$ cat config.mk
export PLATFORM = sky130hd
export DESIGN_NAME = vga_timing_generator
export DESIGN_NICKNAME = d
export VERILOG_FILES = /design/src/rtl/vga_timing_generator.sv
export SDC_FILE = /design/constraint.sdc
export NUM_CORES = 1
export LEC_CHECK = 0
export ABC_AREA = 1
export BUFFER_PORTS_ARGS = -buffer_cell sky130_fd_sc_hd__buf_2
export CAP_MARGIN = 20
export CORE_MARGIN = 2
export CORE_UTILIZATION = 55
export DETAILED_ROUTE_END_ITERATION = 12
export PLACE_DENSITY = 0.77
export SLEW_MARGIN = 20
export SYNTH_ARGS = -nofsm -noshare
export SYNTH_HDL_FRONTEND = slang
export SYNTH_SLANG_ARGS = --single-unit
$ cat constraint.sdc
create_clock -name vga_clock -period 3.4 [get_ports vga_clock]
set_input_delay 0.17 -clock vga_clock [delete_from_list [all_inputs] [get_ports vga_clock]]
set_output_delay 0.17 -clock vga_clock [all_outputs]
set_load 0.01 [all_outputs]
$ cat src/rtl/vga_timing_generator.sv
// Free-running raster timing generator (640x480@60 by default) on the pixel clock.
// Produces sync pulses, pixel position, display enable, per-frame strobes and a frame counter.
module vga_timing_generator #(
  parameter int H_VISIBLE   = 640,
  parameter int H_FRONT     = 16,
  parameter int H_SYNC      = 96,
  parameter int H_BACK      = 48,
  parameter int V_VISIBLE   = 480,
  parameter int V_FRONT     = 10,
  parameter int V_SYNC      = 2,
  parameter int V_BACK      = 33,
  parameter bit SYNC_ACTIVE = 1'b0
) (
  input  logic        vga_clock,
  input  logic        reset,
  output logic        hsync,
  output logic        vsync,
  output logic [31:0] column,
  output logic [31:0] row,
  output logic        display_enable,
  output logic        frame_start,
  output logic        blank_start,
  output logic [7:0]  frame_count
);

  localparam int H_TOTAL = H_VISIBLE + H_FRONT + H_SYNC + H_BACK;
  localparam int V_TOTAL = V_VISIBLE + V_FRONT + V_SYNC + V_BACK;

  localparam logic [31:0] H_LAST     = 32'(H_TOTAL - 1);
  localparam logic [31:0] V_LAST     = 32'(V_TOTAL - 1);
  localparam logic [31:0] H_VIS      = 32'(H_VISIBLE);
  localparam logic [31:0] V_VIS      = 32'(V_VISIBLE);
  localparam logic [31:0] H_SYNC_BEG = 32'(H_VISIBLE + H_FRONT);
  localparam logic [31:0] H_SYNC_END = 32'(H_VISIBLE + H_FRONT + H_SYNC);
  localparam logic [31:0] V_SYNC_BEG = 32'(V_VISIBLE + V_FRONT);
  localparam logic [31:0] V_SYNC_END = 32'(V_VISIBLE + V_FRONT + V_SYNC);

  logic [31:0] h_cnt;
  logic [31:0] v_cnt;
  logic        frame_armed;
  logic        h_last;
  logic        v_last;
  logic        at_origin;
  logic        at_blank;
  logic        in_hsync;
  logic        in_vsync;
  logic        visible;

  always_comb begin
    h_last    = (h_cnt == H_LAST);
    v_last    = (v_cnt == V_LAST);
    at_origin = (h_cnt == '0) && (v_cnt == '0);
    at_blank  = (h_cnt == '0) && (v_cnt == V_VIS);
    in_hsync  = (h_cnt >= H_SYNC_BEG) && (h_cnt < H_SYNC_END);
    in_vsync  = (v_cnt >= V_SYNC_BEG) && (v_cnt < V_SYNC_END);
    visible   = (h_cnt < H_VIS) && (v_cnt < V_VIS);
  end

  always_ff @(posedge vga_clock) begin
    if (!reset) begin
      h_cnt          <= '0;
      v_cnt          <= '0;
      column         <= '0;
      row            <= '0;
      display_enable <= 1'b0;
      frame_start    <= 1'b0;
      blank_start    <= 1'b0;
      hsync          <= ~SYNC_ACTIVE;
      vsync          <= ~SYNC_ACTIVE;
      frame_count    <= '0;
      frame_armed    <= 1'b0;
    end else begin
      if (h_last) begin
        h_cnt <= '0;
        v_cnt <= v_last ? '0 : v_cnt + 32'd1;
      end else begin
        h_cnt <= h_cnt + 32'd1;
      end

      column         <= h_cnt;
      row            <= v_cnt;
      display_enable <= visible;
      frame_start    <= at_origin;
      blank_start    <= at_blank;
      hsync          <= in_hsync ? SYNC_ACTIVE : ~SYNC_ACTIVE;
      vsync          <= in_vsync ? SYNC_ACTIVE : ~SYNC_ACTIVE;

      // The origin seen right after reset starts frame 0 and is not a completed frame.
      if (at_origin) begin
        frame_armed <= 1'b1;
        if (frame_armed) frame_count <= frame_count + 8'd1;
      end
    end
  end

endmodule

-- Word level (Yosys, flattened, before mapping)
Cells that the tools add are included.
- register bits: 142
- input port bits: 2
- output and inout bits: 77
- logic and storage cells: 36
- $add $sub $neg: 3
- order comparisons: 6
- eq/ne operators: 3
- muxes and demuxes: 3
- bitwise logic cells: 1
- reduce and logical (&&, ||, !) cells: 9
- operators by type and width (cell ; count):
    adder 32 x 1 -> 32 bit (second input constant) ; 2
    == test 32 x 10 -> 1 bit (second input constant) ; 2
    zero test 32 bit ; 2
    less-than comparator 32 x 10 -> 1 bit (second input constant) ; 2
    less-than comparator 32 x 9 -> 1 bit (second input constant) ; 2
    == test 32 x 9 -> 1 bit (second input constant) ; 1
    greater-or-equal comparator 32 x 10 -> 1 bit (second input constant) ; 1
    greater-or-equal comparator 32 x 9 -> 1 bit (second input constant) ; 1
    2-to-1 mux 32 bit ; 1
    adder 8 x 1 -> 8 bit (second input constant) ; 1
    logical AND 1 bit ; 5
    2-to-1 mux 1 bit ; 2
    AND reduction 2 bit ; 1
    OR reduction 2 bit ; 1
    inverter 1 bit ; 1

-- Logic depth before layout (Yosys ltp)
- depth in word-level cells: 3
- gate-level depth with buffers: 10
- mapped depth without buffers: 10

-- Least setup slack after synthesis
OpenSTA, ideal clock, no wires.
- path kind: reg-to-reg
- start point: register h_cnt[0]
- end point: register v_cnt[22]
- setup time: 0.132 ns
- data arrival time: 1.419 ns
- required time: 3.268 ns
- slack: 1.848 ns
- stages on the path, launching flop included: 10
- path buffers: 1
- period minus slack after synthesis: 1.552 ns
- cells stage by stage: dfxtp_1 -> ha_1 -> nand3_1 -> nor2_1 -> nand2_2 -> nor2_8 -> inv_2 -> buf_6 -> nand2_1 -> a21oi_1
- cells in the longest elaborated chain, start to end: 1
- ends and longest elaborated chain (what ; line ; RTL):
    start: declaration ; 38 ; logic [31:0] h_cnt;
    start signal: assignment ; 77 ; h_cnt <= h_cnt + 32'd1;
    == test 32 x 10 -> 1 bit ; 50 ; h_last = (h_cnt == H_LAST);
    end signal: assignment ; 75 ; v_cnt <= v_last ? '0 : v_cnt + 32'd1;
    end: declaration ; 39 ; logic [31:0] v_cnt;
No other way between the ends.
A chain may end at the register's enable or synchronous reset.

-- Final worst setup path
- start point: register h_cnt[0]
- end point: register v_cnt[20]
The elaborated chain is that of the path after synthesis.

==> summary.txt <==
Yosys
  • Async SR Flop Fraction: 0%
  • Synth top area cells: dfxtp_1 (42%), nand2_1 (17%), inv_1 (8.4%)
  • Top-area cell type share of the netlist area: around 42%
  • Count leader, synth: nand2_1
  • Synth cell types: 30
  • Synthesized flop and latch total: around 140
  • Post-synthesis cell count: 989
  • Post-synth net total: ~1000
  • Syn_area_per_cell: 6.77 µm²
  • Top post-synthesis cells by count: nand2_1 (311), inv_1 (150), nor2_1 (143)
  • Dominant cell type by area after synthesis: dfxtp_1
  • Register area share after synthesis: between 40% and 50%
  • Most used DFF post-synth: dfxtp_1
  • Ys Warns: 0
  • Post-synth EDFFs: 0
  • Mapped Area: 6690 µm²

Route
  • Post-route DRC: 0
  • First-pass DRT Iterations: 5
  • DR iter-0 viols: 469
  • Wirelength per Cell: ~13 µm
  • Final ANT Viol Nets: 0
  • Vias per cell: 5.02
  • Total Wirelength: 15400 µm
  • Vias: roughly 6000

Floorplan
  • Core ar.: between 10000 and 15000 µm²
  • FP Rows: 40
  • Top Ports: 79
  • Die area: roughly 13000 µm²
  • Initial Util: 56.0%
  • Die span in x: between 100 and 150 µm
  • Chip Height: 114 µm

Global routing
  • Initial antenna violation count: 0
  • Grt ovf: 0
  • Most used routing layer: met2
  • Vias in the first global route: 5336
  • Global Route Usage Sum: 24.4%
  • Largest net degree at the start of global routing: 44
  • Met2 Track Usage GR: between 30% and 40%
  • First-pass GRT wire length: 25300 µm
  • Met1 Use GR: 32.3%
  • Met3 Use GR: roughly 6.4%

Clock tree
  • Clock latency on the worst-skew pair: 0.43 ns
  • Buffer count from post-CTS setup fixing: 0
  • Clk sink count: 142
  • Bufs on Longest Clock Path: 2
  • TritonCTS buffer count: 17
  • PostCTS Resize Cnt: 0
  • Worst-path clk slew: 0.06 ns
  • Hold Buf Count CTS: 0
  • CTS tree: built
  • Root buffer cell: clkbuf_16
  • CTS H-tree lvls: 4

Place
  • Placer Congestion: 0.933
  • IO Port Bufs: 78
  • Detailed Place HPWL: 11100 µm
  • Cells after DPL: 1190

Setup path
  • Worst reg2reg setup slack: 1.25 ns
  • Startpoint types: flop
  • Crit Path Max Fanout: 26
  • Setup CP Type: reg2reg
  • Crit path DAT: 2.45 ns
  • CP Capture Type: flop
  • Worst EP required: 3.69 ns

Layout
  • Layout area overhead: 16.2%
  • # diodes: 0
  • Share of layout cells above drive strength 1: 14.1%
  • Cell Count, Final, Fillers Out: 1222
  • Final layout net count: 1070

STA
  • Clock Skews: roughly 0.012 ns
  • Setup-failing EPs final: 0
  • Peak Freq: 464 MHz
  • Slew Limit Fails: 0
  • Setup TNS: 0 ns
  • Slew @ Worst Pin: 0.553 ns
  • Tmin final: between 2 and 2.5 ns
  • RSZ-0062 raised after global routing: no
  • Final hold vios: 0
  • Period utilization: 63.3%
  • Rel. slew slack: 62.8%

Run
  • Max-cap violations: 0

Outcome
  • Status: finished, final reports clean

Pwr
  • PwrDens: 484 nW/µm²
  • Pwr Total: 3760 µW
  • Pleak: 0.00378 µW
  • Maximum VDD drop: 0.305 mV

Min path
  • Tightest Hold Check Type: in2reg
-- critical path, stage by stage (launching register included) --
cell,delay (ns)
dfxtp_1,0.39
ha_1,0.23
nand3_1,0.19
nor2_1,0.18
nand2_2,0.10
nor2_8,0.40
inv_2,0.31
nand2_1,0.14
a21oi_1,0.07
-- power by group --
part	switching (µW)	total, µW	internal [µW]	leakage, µW
sequential	11.0	1690	1670	0.00115
clock	725	2000	1270	0.000296
combinational	58.5	80.0	21.5	0.00234
total	795	3760	2970	0.00378
-- state kept, by name (all words and copies together) (netlist names) --
| signal | count |
|---|---|
| blank_start | 1 |
| column | 32 |
| display_enable | 1 |
| frame_armed | 1 |
| frame_count | 8 |
| frame_start | 1 |
| h_cnt | 32 |
| hsync | 1 |
| row | 32 |
| v_cnt | 32 |
| vsync | 1 |
-- metrics by stage --
| step | area [µm²] | setup WS [ns] | util, % | hold WS, ns |
|---|---|---|---|---|
| after floorplan | 6690 | 1.85 | - | 0.287 |
| after global placement | 7130 | 1.32 | 59.6 | 0.459 |
| after detailed placement | 7130 | 1.24 | 59.6 | 0.463 |
| after CTS | 7770 | 1.23 | 65.0 | 0.172 |
| after global routing | 7770 | 1.04 | 65.0 | 0.193 |
| final | 7770 | 1.25 | 65.0 | 0.182 |
-- final timing paths --
check             startpoint          to  depth (start not counted)
setup / recovery    h_cnt[0]   v_cnt[20]                          8
hold / removal         reset  column[29]                          3
setup reg to reg    h_cnt[0]   v_cnt[20]                          8
hold reg to reg    h_cnt[10]  column[10]                          2
-- cell type report --
type | instances | area (µm²)
Multi-Input combinational cell | 669 | 3130
Timing Repair Buffer | 80 | 405
Inverter | 152 | 573
Fill cell | 1106 | 4190
Sequential cell | 142 | 2840
Clock buffer | 20 | 457
Tap cell | 147 | 184
Clock inverter | 12 | 184
-- placed cells by master (no fill, tap or decap), types with 17 or more instances in the layout --
cell type and count:
clkbuf_16 17, buf_2 78, nand3_1 36, xor2_1 20, nand2_1 311, dfxtp_1 142, inv_1 150, nor2_1 143
nor3_1 25, nand3_2 19, a21oi_1 48, nand4_1 19
-- logic make-up after synthesis --
family / share of synthesized area, %
AO/OA/AOI/OAI: 4.04
adder cells (fa/ha/maj): 1.12
AND/OR/NAND/NOR: 38.0
flip-flops: 42.5
buffers and inverters: 10.8
XOR/XNOR: 3.53
-- metal layers --
| layer | part of all wire (%) | wire length, µm |
|---|---|---|
| met5 | 0 | 0 |
| met4 | 1.9 | 287 |
| met3 | 4.8 | 734 |
| met2 | 46 | 7080 |
| met1 | 47 | 7280 |
No activity file was read; power rests on OpenSTA's default activity.
